==> src/rtl/ks_adder_32b.sv <==
// 32-bit unsigned Kogge-Stone adder, 33-bit registered sum (bit 32 = carry-out).
// Latency 1 cycle, new operands every cycle, no backpressure.

module ks_black_cell (
   input  logic g_hi_i,
   input  logic p_hi_i,
   input  logic g_lo_i,
   input  logic p_lo_i,
   output logic g_o,
   output logic p_o
);
   assign g_o = g_hi_i | (p_hi_i & g_lo_i);
   assign p_o = p_hi_i & p_lo_i;
endmodule

module ks_grey_cell (
   input  logic g_hi_i,
   input  logic p_hi_i,
   input  logic g_lo_i,
   output logic g_o
);
   assign g_o = g_hi_i | (p_hi_i & g_lo_i);
endmodule

module ks_adder_32b (
   input  logic        clk,
   input  logic        rst_n,
   input  logic [31:0] in0,
   input  logic [31:0] in1,
   output logic [32:0] out0
);
   logic [31:0]  p0;
   logic [31:0]  g0, g1, g2, g3, g4, g5;
   // Group propagate is only kept for bits that a later black cell still reads.
   logic [31:2]  p1;
   logic [31:4]  p2;
   logic [31:8]  p3;
   logic [31:16] p4;
   logic [32:0]  sum_d;
   logic [32:0]  sum_q;

   assign g0 = in0 & in1;
   assign p0 = in0 ^ in1;

   // Level 0, span 1
   assign g1[0] = g0[0];
   ks_grey_cell u_l0_grey (.g_hi_i(g0[1]), .p_hi_i(p0[1]), .g_lo_i(g0[0]), .g_o(g1[1]));
   for (genvar i = 2; i < 32; i++) begin : g_l0_black
      ks_black_cell u_cell (
         .g_hi_i(g0[i]), .p_hi_i(p0[i]), .g_lo_i(g0[i-1]), .p_lo_i(p0[i-1]),
         .g_o(g1[i]), .p_o(p1[i])
      );
   end

   // Level 1, span 2
   assign g2[1:0] = g1[1:0];
   for (genvar i = 2; i < 4; i++) begin : g_l1_grey
      ks_grey_cell u_cell (.g_hi_i(g1[i]), .p_hi_i(p1[i]), .g_lo_i(g1[i-2]), .g_o(g2[i]));
   end
   for (genvar i = 4; i < 32; i++) begin : g_l1_black
      ks_black_cell u_cell (
         .g_hi_i(g1[i]), .p_hi_i(p1[i]), .g_lo_i(g1[i-2]), .p_lo_i(p1[i-2]),
         .g_o(g2[i]), .p_o(p2[i])
      );
   end

   // Level 2, span 4
   assign g3[3:0] = g2[3:0];
   for (genvar i = 4; i < 8; i++) begin : g_l2_grey
      ks_grey_cell u_cell (.g_hi_i(g2[i]), .p_hi_i(p2[i]), .g_lo_i(g2[i-4]), .g_o(g3[i]));
   end
   for (genvar i = 8; i < 32; i++) begin : g_l2_black
      ks_black_cell u_cell (
         .g_hi_i(g2[i]), .p_hi_i(p2[i]), .g_lo_i(g2[i-4]), .p_lo_i(p2[i-4]),
         .g_o(g3[i]), .p_o(p3[i])
      );
   end

   // Level 3, span 8
   assign g4[7:0] = g3[7:0];
   for (genvar i = 8; i < 16; i++) begin : g_l3_grey
      ks_grey_cell u_cell (.g_hi_i(g3[i]), .p_hi_i(p3[i]), .g_lo_i(g3[i-8]), .g_o(g4[i]));
   end
   for (genvar i = 16; i < 32; i++) begin : g_l3_black
      ks_black_cell u_cell (
         .g_hi_i(g3[i]), .p_hi_i(p3[i]), .g_lo_i(g3[i-8]), .p_lo_i(p3[i-8]),
         .g_o(g4[i]), .p_o(p4[i])
      );
   end

   // Level 4, span 16: every remaining cell is terminal, so grey cells suffice
   assign g5[15:0] = g4[15:0];
   for (genvar i = 16; i < 32; i++) begin : g_l4_grey
      ks_grey_cell u_cell (.g_hi_i(g4[i]), .p_hi_i(p4[i]), .g_lo_i(g4[i-16]), .g_o(g5[i]));
   end

   assign sum_d[0]    = p0[0];
   assign sum_d[31:1] = p0[31:1] ^ g5[30:0];
   assign sum_d[32]   = g5[31];

   always_ff @(posedge clk or negedge rst_n) begin
      if (!rst_n) begin
         sum_q <= 33'h0;
      end else begin
         sum_q <= sum_d;
      end
   end

   assign out0 = sum_q;

endmodule

==> config.mk <==
export PLATFORM = sky130hd
export DESIGN_NAME = ks_adder_32b
export DESIGN_NICKNAME = d
export VERILOG_FILES = /design/src/rtl/ks_adder_32b.sv
export SDC_FILE = /design/constraint.sdc
export NUM_CORES = 1
export LEC_CHECK = 0
export ABC_AREA = 1
export CORE_AREA = 3 3 90 92
export CTS_CLUSTER_DIAMETER = 150
export CTS_CLUSTER_SIZE = 40
export DETAILED_ROUTE_END_ITERATION = 8
export DIE_AREA = 0 0 93 95
export GPL_TIMING_DRIVEN = 0
export PLACE_DENSITY = 0.78
export SLEW_MARGIN = 0
export SYNTH_ARGS = -nofsm -noshare
export SYNTH_HDL_FRONTEND = slang
export SYNTH_SLANG_ARGS = --single-unit
==> constraint.sdc <==
create_clock -name clk -period 0.8 [get_ports clk]
set_clock_uncertainty 0.2 [all_clocks]
set_input_delay 0.16 -clock clk [delete_from_list [all_inputs] [get_ports clk]]
set_output_delay 0.16 -clock clk [all_outputs]
set_load 0.02 [all_outputs]
-- Word-level counts from Yosys, hierarchy flattened
Cells that the tools add are included.
W data, S select, Z words.
- register bits after elaboration: 33
- output and inout bits: 33
- bitwise gates (word level): 359
- operator list (kind ; number):
    $and A1 B1 Y1 ; 227
    $or A1 B1 Y1 ; 129
    $and A32 B32 Y32 ; 1
    $xor A32 B32 Y32 ; 1
    $xor A31 B31 Y31 ; 1

-- Longest topological paths before layout
Gate-level depths: netlist of run 1.
- depth after elaboration: 11
- gate-level depth with buffers: 12
- depth with buffers taken out: 12

-- Cells and area by module
Synthesis of run 1 repeated with hierarchy kept, for this count alone.
- cell total of the unflattened synthesis: 803
- area total of the unflattened synthesis: 3996.3 µm²
- modules (own cells, without submodules) (module ; area an instance (µm²) ; cells an instance ; seq. area each (µm²) ; instances):
    ks_black_cell ; 18.8 ; 5 ; 0.0 ; 98
    ks_adder_32b ; 1808.0 ; 220 ; 825.8 ; 1
    ks_grey_cell ; 11.3 ; 3 ; 0.0 ; 31

-- Worst setup path before layout of run 1
OpenSTA, ideal clock, no wires.
- path kind: input to register
- start point: input in0[0]
- end point: register sum_q[28] (netlist: out0[28])
- stages: 12
- buffers on the path: 0
- library setup time: 0.117 ns
- setup slack: -0.958 ns
- data arrival time: 1.441 ns
- path through: ha_1 -> fa_1 -> nand3_1 -> nand3_2 -> nand2_1 -> nand2_2 -> nand2_1 -> nand2_2 -> nand2_1 -> nand2_1 -> nand2_1 -> nand2_1
- cells in the longest elaborated chain, start to end: 10
- RTL lines (what ; line ; RTL):
    start: declaration ; 28 ; input logic [31:0] in0,
    $and A32 B32 Y32 ; 42 ; assign g0 = in0 & in1;
    $and A1 B1 Y1 ; 22 ; assign g_o = g_hi_i | (p_hi_i & g_lo_i);
    $or A1 B1 Y1 ; 22 ;
    $and A1 B1 Y1 ; 22 ;
    $or A1 B1 Y1 ; 22 ;
    $and A1 B1 Y1 ; 22 ;
    $or A1 B1 Y1 ; 22 ;
    $and A1 B1 Y1 ; 22 ;
    $or A1 B1 Y1 ; 22 ;
    $xor A31 B31 Y31 ; 98 ; assign sum_d[31:1] = p0[31:1] ^ g5[30:0];
    net sum_d[28] ; 39 ; logic [32:0] sum_d;
    end signal: assignment ; 105 ; sum_q <= sum_d;
    end: declaration ; 40 ; logic [32:0] sum_q;
The timed path passes the listed nets, and every way through them passes these cells.

-- Worst setup path in the final report of run 1
- start point: input in1[0]
- end point: register sum_q[20] (netlist: out0[20])
- cells in the longest elaborated chain, start to end: 8
- RTL lines (what ; line ; RTL):
    start: declaration ; 29 ; input logic [31:0] in1,
    $and A32 B32 Y32 ; 42 ;
    $and A1 B1 Y1 ; 22 ;
    $or A1 B1 Y1 ; 22 ;
    $and A1 B1 Y1 ; 22 ;
    $or A1 B1 Y1 ; 22 ;
    $and A1 B1 Y1 ; 22 ;
    $or A1 B1 Y1 ; 22 ;
    $xor A31 B31 Y31 ; 98 ;
    net sum_d[20] ; 39 ;
The timed path passes the listed nets, and every way through them passes these cells.

==> results of run 1 <==
per-layer routing:
| metal | GRT usage (%) | up-vias |
|---|---|---|
| li1 | - | 1902 |
| met1 | 31.8 | 2035 |
| met2 | 48.6 | 283 |
| met3 | 5.18 | 118 |
| met4 | 8.06 | 0 |
| met5 | 0 | - |
worst paths after layout:
kind	to	cells after the start	slack, ps
setup / recovery	out0[20]	13	-910
hold / removal	out0[7]	1	-280
max in group asynchronous	out0[31]	1	160
min in group clk	out0[0]	2	-110
per-stage QoR:
stage	cells	total power [uW]	instance area, sq um	setup WS, ps	hold WS, ps
after floorplan	534	4130	3650	-839	-336
after global placement	731	5590	4750	-1460	614
after detailed placement	731	5630	4750	-1500	79.5
after CTS	777	8180	5660	-695	-241
after global routing	783	9320	6070	-930	-221
final	783	9000	6070	-910	-281
cell families after synthesis:
group / count (synthesis) / share of synthesized area [%]
AO/OA/AOI/OAI: 25 / 4.08
XOR/XNOR: 15 / 4.04
adder cells (fa/ha/maj): 33 / 12.9
buffers and inverters: 112 / 12.9
flip-flops: 33 / 25.4
AND/OR/NAND/NOR: 316 / 40.6
cells in the mapped netlist:
cell	instances	area, sq um
a21o_1	1	7.51
a21oi_1	21	105
dfrtp_1	33	826
fa_1	1	20.0
ha_1	32	400
inv_1	111	417
inv_2	1	3.75
nand2_1	221	830
nand2_2	12	75.1
nand3_1	22	110
nand3_2	4	40.0
nand4_1	4	25.0
nor2_1	39	146
nor2_2	3	18.8
nor3_1	6	30.0
nor3_2	2	20.0
nor3b_1	1	7.51
nor4_1	1	6.26
o21ai_0	1	5.00
o21bai_1	2	15.0
or2_4	1	8.76
xnor2_1	1	8.76
xor2_1	14	123
cell type report:
class / count / area [sq um] / share of cell area (%)
flip-flops and latches: 33 / 826 / 13.6
repair buffers: 142 / 1210 / 19.9
multi-input cells: 389 / 3360 / 55.4
well taps: 99 / 124 / 2.04
clock inverters: 1 / 30.0 / 0.495
inverters: 112 / 433 / 7.13
clock buffers: 7 / 86.3 / 1.42
what timing repair did:
action	CTS	global route
pin swaps	118	81
setup endpoints to repair	66	65
endpoints found under the hold margin	34	34
resized for setup	570	132
buffers inserted	38	9
power breakdown:
part           internal (uW)  leakage [uW]  switching, uW
registers               1990      0.000390            157
clock network           1020     0.0000585            733
logic                   2250       0.00283           2860
worst max-delay path, delay by kind of cell:
| kind | cells | cell delay [ps] |
|---|---|---|
| fa+ha+maj | 2 | 590 |
| buf+inv | 1 | 100 |
| simple gates | 10 | 840 |
==> impl_metrics.csv, run 1 <==
group,metric,value,unit
layout,final_common_cell,"nand2_1",
outcome,violations,"negative hold slack, negative setup slack",
drt,routedWlPerCell,19.0,um
logic_synthesis,syn-cell-area,3250,sq um
sta,hold_slack,-281,ps
drt,first_pass_iters,5,
min_path,min_path_type,"input pin to asynchronous set/reset pin",
power,max-vdd-ir-drop,0.961,mV
layout,utilization,83.2,%
die,dieArea,8840,sq um
sta,fin_crit,1710,ps
layout,drive_gt1_share,55.4,%
sta,finalHoldViolations,34,
place,io_buffers,98,
logic_synthesis,synth_nets,633,
clock_tree,htreeDepth,2,
sta,setup_viol,65,
sta,drv_slew,0,
worst_setup_path,cp-end-kind,"register",
clock_tree,clkSinkCount,33,
worst_setup_path,critPathRequiredTime,770,ps
layout,nets,782,
drt,wl,14.9,mm
die,die_y,95,um
grt,antenna_found_initial,0,
logic_synthesis,yosys_register_bits,33,
die,fp.dieW,93,um
die,io_pins,99,
grt,grt_max_degree,34,
drt,drcViolationCount,0,
grt,grt_pass1_wl,18.8,mm
worst_setup_path,crit_type,"input pin to register",
sta,fmax,585,MHz
place,gp_congestion,0.946,
clock_tree,cts_tree,"yes",
worst_setup_path,slowest_stage,"fa_2",
drt,top_layer,"met4",
worst_setup_path,slowest_delay,420,ps
worst_setup_path,cp-startpoint,"in1[0]",
outcome,status,"complete, but fails checks",
logic_synthesis,yosysWarnings,0,
layout,final_cell_mix,"123 x nand2_1, 91 x inv_1, 61 x nand2_2",
grt,gr-total-overflow,0,
layout,fill_cells,392,
sta,setup_slack,-910,ps
place,dp_hpwl,7.78,mm
grt,grt.total_usage,26.7,%
layout,diodes,0,
die,initial_core_util,44.5,%
worst_setup_path,critical_path.cell_chain,"buf_6 > ha_4 > fa_2 > nand3_2 > nand3_2 > nand2_2 > nand2_4 > nand2_4 > nand2_4 > nand2_4 > nand2_2 > nand2_2 > nand2_2",
job,drv_cap,0,
sta,rsz0062_at_grt,"yes",
worst_setup_path,start_kind,"input pin",
drt,wl_met2,7.28,mm
clock_tree,cts.path.max_buffers,2,
drt,drtAntennaViolNets,0,
die,core_area,7290,sq um
logic_synthesis,ys_seq_area_share,25.4,%
sta,slew_headroom,47.8,%
sta,post-route-period-util,214,%
drt,drtIter0Drc,380,
drt,via_count,4338,
power,power_density,1480,nW/um^2
clock_tree,cts_buffers,5,
worst_setup_path,path_max_fanout,4,
logic_synthesis,synthCells,534,
sta,worst_slew_pin_slew,783,ps
power,leakage,0.00328,uW
layout,largest_reg_flops,33,
logic_synthesis,ys_types,23,
clock_tree,path_clk_slew,90,ps
sta,final.setup.tns,-32050,ps
drt,viasPerCell,5.54,
drt,wl_met1,5.28,mm
layout,areaGrowthSynthToFinish,86.8,%
logic_synthesis,syn_area_per_cell,6.08,sq um
grt,grt_pass1_vias,4070,
clock_tree,cts.root.buffer_cell,"clkbuf_8",
worst_setup_path,cp.arrival,1680,ps
die,row_count,31,
drt,route.met3.wl,1.16,mm
No activity file was read; power rests on OpenSTA's default activity.
==> inputs of run 2 (changes only) <==
CAP_MARGIN = 20   (was not set)
==> results of run 2 <==
Final layout, timing and power as in run 1 (identical DEF).
